--- config.mk ---
export PLATFORM = sky130hd
export DESIGN_NAME = als_sample_scheduler
export DESIGN_NICKNAME = d
export VERILOG_FILES = /design/src/rtl/als_sample_scheduler.sv
export SDC_FILE = /design/constraint.sdc
export NUM_CORES = 1
export LEC_CHECK = 0
export CORE_MARGIN = 2
export CORE_UTILIZATION = 55
export DETAILED_ROUTE_END_ITERATION = 7
export PLACE_DENSITY = 0.92
export SYNTH_ARGS = -nofsm -noshare
export SYNTH_HDL_FRONTEND = slang
export SYNTH_SLANG_ARGS = --single-unit
--- constraint.sdc ---
create_clock -name clk_10Mhz -period 2.5 [get_ports clk_10Mhz]
set_clock_uncertainty 0.15 [all_clocks]
set_input_delay 0.5 -clock clk_10Mhz [delete_from_list [all_inputs] [get_ports clk_10Mhz]]
set_output_delay 0.5 -clock clk_10Mhz [all_outputs]
set_load 0.1 [all_outputs]
--- src/rtl/als_sample_scheduler.sv ---
// Ambient-light sample scheduler: periodic SPI conversion requests, per-conversion timeout, block averaging.
// Define ALS_MINMAX_EN to build raw min/max sample tracking; otherwise min_out/max_out are constant.
module als_sample_scheduler #(
  parameter int SAMPLE_PERIOD = 1000000,
  parameter int AVG_LOG2      = 3,
  parameter int TIMEOUT_CYC   = 64
) (
  input  logic       clk_10Mhz,
  input  logic       reset_n,
  input  logic       enable,
  input  logic       clear_err,
  output logic       spi_start,
  input  logic       spi_done,
  input  logic [7:0] spi_data,
  output logic [7:0] avg_out,
  output logic       avg_valid,
  output logic       timeout_err,
  output logic       overrun,
  output logic [7:0] min_out,
  output logic [7:0] max_out
);

  localparam int PW = (SAMPLE_PERIOD > 1) ? $clog2(SAMPLE_PERIOD) : 1;
  localparam int TW = $clog2(TIMEOUT_CYC + 1);
  localparam int AW = 8 + AVG_LOG2;
  localparam int CW = AVG_LOG2 + 1;
  localparam logic [PW-1:0] PER_LAST = PW'(SAMPLE_PERIOD - 1);
  localparam logic [TW-1:0] TMO_LAST = TW'(TIMEOUT_CYC - 1);
  localparam logic [CW-1:0] BLOCK_N  = CW'(1 << AVG_LOG2);

  typedef enum logic [2:0] {IDLE, WAIT_TICK, START, WAIT_DONE, PUBLISH} state_t;

  state_t        state, state_nx;
  logic [PW-1:0] period_cnt;
  logic          tick;
  logic [TW-1:0] tmo_cnt;
  logic [AW-1:0] acc;
  logic [CW-1:0] sample_cnt;
  logic          accept;
  logic          tmo_hit;

  function automatic logic [7:0] avg_trunc(input logic [AW-1:0] a);
    avg_trunc = 8'(a >> AVG_LOG2);
  endfunction

  // A conversion answered in the same cycle the timeout expires is still accepted.
  assign accept  = (state == WAIT_DONE) && spi_done;
  assign tmo_hit = (state == WAIT_DONE) && !spi_done && (tmo_cnt == TMO_LAST);

  // Period counter: tick is a registered flag for the cycle after the wrap to 0.
  always_ff @(posedge clk_10Mhz or negedge reset_n) begin
    if (!reset_n) begin
      period_cnt <= '0;
      tick       <= 1'b0;
    end else if (!enable) begin
      period_cnt <= '0;
      tick       <= 1'b0;
    end else if (period_cnt == PER_LAST) begin
      period_cnt <= '0;
      tick       <= 1'b1;
    end else begin
      period_cnt <= period_cnt + PW'(1);
      tick       <= 1'b0;
    end
  end

  always_ff @(posedge clk_10Mhz or negedge reset_n) begin
    if (!reset_n) state <= IDLE;
    else          state <= state_nx;
  end

  always_comb begin
    state_nx = state;
    case (state)
      IDLE:      if (enable) state_nx = WAIT_TICK;
      WAIT_TICK: begin
        if (!enable)   state_nx = IDLE;
        else if (tick) state_nx = START;
      end
      START:     state_nx = WAIT_DONE;
      WAIT_DONE: begin
        if (accept) begin
          if (sample_cnt + CW'(1) == BLOCK_N) state_nx = PUBLISH;
          else                                state_nx = enable ? WAIT_TICK : IDLE;
        end else if (tmo_hit) begin
          state_nx = enable ? WAIT_TICK : IDLE;
        end
      end
      PUBLISH:   state_nx = enable ? WAIT_TICK : IDLE;
      default:   state_nx = IDLE;
    endcase
  end

  // Datapath and registered outputs
  always_ff @(posedge clk_10Mhz or negedge reset_n) begin
    if (!reset_n) begin
      spi_start   <= 1'b0;
      avg_valid   <= 1'b0;
      avg_out     <= '0;
      tmo_cnt     <= '0;
      acc         <= '0;
      sample_cnt  <= '0;
      timeout_err <= 1'b0;
      overrun     <= 1'b0;
    end else begin
      spi_start <= (state_nx == START);
      avg_valid <= (state == PUBLISH);
      tmo_cnt   <= (state == WAIT_DONE) ? tmo_cnt + TW'(1) : '0;
      if (state == PUBLISH) avg_out <= avg_trunc(acc);
      if (state == PUBLISH || state == IDLE) begin
        acc        <= '0;
        sample_cnt <= '0;
      end else if (accept) begin
        acc        <= acc + AW'(spi_data);
        sample_cnt <= sample_cnt + CW'(1);
      end
      // Sticky flags: a set event beats a simultaneous clear.
      if (tmo_hit)        timeout_err <= 1'b1;
      else if (clear_err) timeout_err <= 1'b0;
      if (tick && state != WAIT_TICK) overrun <= 1'b1;
      else if (clear_err)             overrun <= 1'b0;
    end
  end

`ifdef ALS_MINMAX_EN
  logic [7:0] min_base, max_base;

  always_comb begin
    min_base = clear_err ? 8'hFF : min_out;
    max_base = clear_err ? 8'h00 : max_out;
  end

  always_ff @(posedge clk_10Mhz or negedge reset_n) begin
    if (!reset_n) begin
      min_out <= 8'hFF;
      max_out <= 8'h00;
    end else if (accept) begin
      min_out <= (spi_data < min_base) ? spi_data : min_base;
      max_out <= (spi_data > max_base) ? spi_data : max_base;
    end else begin
      min_out <= min_base;
      max_out <= max_base;
    end
  end
`else
  assign min_out = 8'hFF;
  assign max_out = 8'h00;
`endif

endmodule

# ---- After elaboration in Yosys (flattened, before gate mapping)
# Index checks and enable logic that the tools add are counted.
dict set report word_totals {
  ff_bits 58
  output_inout_bits 28
}
dict set report classes {
  add_sub_neg 4
  eq_ne 9
  muxes 20
  reduce_logical 10
}
# operator count
set op_table {}
lappend op_table {{$mux 20} 2}
lappend op_table {{$mux 11} 2}
lappend op_table {{$add 20x1->20 const B} 1}
lappend op_table {{$eq 20x20->1 const B} 1}
lappend op_table {{$mux 3} 6}
lappend op_table {{$pmux 3 s5} 1}
lappend op_table {{$add 11x8->11} 1}
lappend op_table {{$eq 3x2->1 const B} 3}
lappend op_table {{$mux 4} 2}
lappend op_table {{$add 7x1->7 const B} 1}
lappend op_table {{$eq 7x6->1 const B} 1}
lappend op_table {{$mux 7} 1}
lappend op_table {{$mux 1} 6}
lappend op_table {{$reduce_bool 2->1} 3}
lappend op_table {{$add 4x1->4 const B} 1}
lappend op_table {{$eq 4x4->1 const B} 1}
lappend op_table {{$logic_and 1x1->1} 4}
lappend op_table {{$eq 3x1->1 const B} 1}
lappend op_table {{$eq 3x3->1 const B} 1}
lappend op_table {{$logic_not 3->1} 1}
lappend op_table {{$ne 3x1->1 const B} 1}
lappend op_table {{$logic_not 1->1} 1}
lappend op_table {{$logic_or 1x1->1} 1}

# ---- Longest topological paths before layout
dict set report depth {
  word_depth 7
  mapped_depth 7
  ltp_nobuf 7
}

# ---- Worst setup path after synthesis
# Ideal clock, no wire load.
dict set report synth_timing {
  path_type {input -> register}
  from {input spi_data[0]}
  to {register acc[6]}
  setup_ns 0.135
  t_arrival_ns 1.894
  t_required_ns 2.215
  slack_ns 0.321
  cell_stages 7
  n_path_buf 0
  path_cell_list {ha_1 fa_1 a211oi_1 o21bai_1 a21oi_1 xor2_1 o21ai_0}
}
dict set report synth_via {
  elab_chain_cells 3
}
# item line_no
set synth_lines {}
lappend synth_lines {{start, declared} 14} ;# input logic [7:0] spi_data,
lappend synth_lines {{$add 11x8->11} 114} ;# acc <= acc + AW'(spi_data);
lappend synth_lines {{$mux 11} 113} ;# end else if (accept) begin
lappend synth_lines {{$mux 11} 110} ;# if (state == PUBLISH || state == IDLE) begin
lappend synth_lines {{end signal, assigned} 114}
lappend synth_lines {{end, declared} 37} ;# logic [AW-1:0] acc;
# No other way between the ends. The select of a mux whose other input is x is not followed.
# A chain may end at the register's enable or synchronous reset.

# ---- Final worst setup path
# Same ends and word-level chain as after synthesis.

==> results.py <==
metrics = {
    "grt": {
        "grtUsageTotal_pct": 20.7,
        "overflow": 0,
        "grt_pass1_wl_mm": 9.80,
        "grt_max_degree": 59,
        "grt_antenna_before_repair": 0,
        "grt_pass1_vias": 2172,
    },
    "cells_and_area": {
        "diodes": 0,
        "syn2layout_area_growth_pct": 16.3,
        "layout-drive-gt1-share_pct": 16.1,
        "finalNetCount": 357,
    },
    "yosys": {
        "yosys.cell_count.top_type": "dfrtp_1",
        "synth_cells": 300,
        "ys_types": 49,
        "synth_edf_count": 0,
        "yosys_warnings": 0,
        "avgSynthCellArea_um2": 10.1,
        "ys.flop_type": "dfrtp_1",
        "yosysSeqAreaShare_pct": 47.9,
        "synthTopCellsByCount": "dfrtp_1, nor2_1, nand3_1, nand2_1, xor2_1",
        "syn-cell-area_um2": 3030,
        "async_flop_share_pct": 100,
        "yosysTopAreaCell": "dfrtp_1",
        "synth_seq_cells": 58,
        "synth_area_leaders": "dfrtp_1, xor2_1, ha_1, nand3_1, buf_4",
        "yosys.area.top_type_share_pct": 47.9,
    },
    "cts": {
        "cts_max_path_buffers": 2,
        "cts-root-buf": "clkbuf_8",
        "h-tree-depth": 3,
        "cts_buffers": 9,
        "clkSinkCount": 58,
        "insertion_delay_ps": 340,
        "cts_tree": "built",
        "cts.clk_slew.worst_paths_ps": 70,
        "holdBufCountCts": 0,
    },
    "worst_setup_path": {
        "crit_fanout": 3,
        "required_ps": 2570,
        "critPathCaptureType": "register",
        "start_kind": "input pin",
        "crit_type": "input pin to register",
        "cp.arrival_ps": 2520,
    },
    "timing": {
        "slew_violations": 0,
        "fin_crit_ps": 2450,
        "post-route-period-util_pct": 98.0,
        "setup_ws_ps": 50.1,
        "final.setup.tns_ps": 0,
        "setup_viol": 0,
        "worstMarginPinSlew_ps": 715,
        "hold_viol_final": 0,
        "timing.slew.headroom_pct": 52.3,
        "max_freq_ghz": 0.408,
    },
    "floorplanning": {
        "core_um2": 5410,
        "dieArea_um2": 6120,
        "start_util_pct": 56.1,
        "rows": 27,
        "io_pins": 41,
        "die_h_um": 78.3,
        "die_x_um": 78.3,
    },
    "routing": {
        "drc": 0,
        "num_vias": 2174,
        "first_pass_iters": 5,
        "vias_per_cell": 5.33,
        "wirelength_mm": 5.70,
        "final_antenna_net_count": 0,
        "routedWlPerCell_um": 14.0,
        "first_iter_violations": 60,
    },
    "pwr": {
        "p_per_area_nw_per_um2": 628,
        "vdd_drop_max_mv": 0.525,
        "leakage_nw": 1.69,
    },
    "place": {
        "pre_cts_slack_ps": -266,
        "gp_congestion": 0.859,
        "io_buffers": 24,
        "hpwl_mm": 4.01,
    },
    "min_path": {
        "hold_class": "input pin to asynchronous set/reset pin",
    },
    "run": {
        "drv_cap": 0,
    },
    "run_status": {
        "outcome": "finished clean",
    },
}
## area by class of cell
class                   instances  area, um2
repair buffers                 32        265
well taps                      72       90.1
clock buffers                  11        151
multi-input cells             225       1450
clock inverters                 4       98.8
inverters                       6       22.5
fillers                       417       1880
flip-flops and latches         58       1450
## through the flow
stage	utilization [%]	hold WS, ps	power, mW	instances	area, um2
floorplan	-	54.4	1.12	314	3090
CTS	65.2	168	2.23	408	3520
finish	65.3	142	2.22	408	3530
global route	65.3	189	2.30	408	3530
global placement	60.6	319	1.15	393	3270
detailed placement	60.6	340	1.15	393	3270
## flip-flops by register name (all words and copies together), names as in the netlist
name / count
spi_start: 1
period_cnt: 20
state: 3
tmo_cnt: 7
avg_out: 8
sample_cnt: 4
acc: 11
overrun: 1
timeout_err: 1
avg_valid: 1
tick: 1
## timing repair
action,CTS,global route
setup buffers,0,0
gates resized for setup,0,1
setup endpoints to repair,0,3
## placed cells by master, fill, tap and decap left out, types with 6 or more instances in the layout
cell type,instances
conb_1,16
mux2_2,8
inv_1,6
xor2_1,20
buf_4,20
dfrtp_1,58
a21oi_1,8
nor2_1,33
clkdlybuf4s50_1,11
nand2_1,23
clkbuf_8,11
o21ai_0,16
xnor2_1,9
ha_1,11
nand3_1,27
## worst paths after layout
| check | startpoint | endpoint | slack [ps] | depth (start not counted) |
|---|---|---|---|---|
| worst max-delay path | spi_data[0] | acc[6]$_DFFE_PN0P_ | 50 | 9 |
| worst min-delay path | reset_n | acc[2]$_DFFE_PN0P_ | 140 | 2 |
| worst max register to register | acc[0]$_DFFE_PN0P_ | acc[6]$_DFFE_PN0P_ | 260 | 8 |
| worst min register to register | tmo_cnt[0]$_DFF_PN0_ | tmo_cnt[0]$_DFF_PN0_ | 350 | 1 |
| max in group asynchronous | reset_n | period_cnt[3]$_DFF_PN0_ | 1560 | 2 |
| min in group clk_10Mhz | tmo_cnt[0]$_DFF_PN0_ | tmo_cnt[0]$_DFF_PN0_ | 350 | 1 |
## cells by family after synthesis
group | count (synthesis) | synth area share [%]
simple gates | 115 | 19.6
flops | 58 | 47.9
compound gates | 44 | 9.16
fa+ha+maj | 12 | 5.20
buf+inv | 31 | 6.27
mux | 9 | 3.30
xor+xnor | 29 | 8.37
other cells | 2 | 0.248
## worst max-delay path, stage by stage
cell,delay (ps)
clkdlybuf4s50_1,420
ha_1,230
fa_1,440
a211oi_2,250
buf_4,160
o21bai_1,70
a21oi_1,200
xor2_1,170
o21ai_0,90
## power breakdown
| part | leakage (nW) | switching [mW] | internal (mW) |
|---|---|---|---|
| registers | 0.806 | 0.00663 | 0.943 |
| clock network | 0.126 | 0.365 | 0.713 |
| logic | 0.754 | 0.154 | 0.0343 |
## metal layers
| metal | vias up | global-route usage [%] | share of wire [%] |
|---|---|---|---|
| li1 | 1067 | - | - |
| met2 | 59 | 35.9 | 51 |
| met4 | 0 | 6.67 | 1.8 |
| met3 | 11 | 8.05 | 4.8 |
| met5 | - | 0 | 0 |
| met1 | 1037 | 23.6 | 42 |
Note: power is estimated with default switching activity, not from simulation.
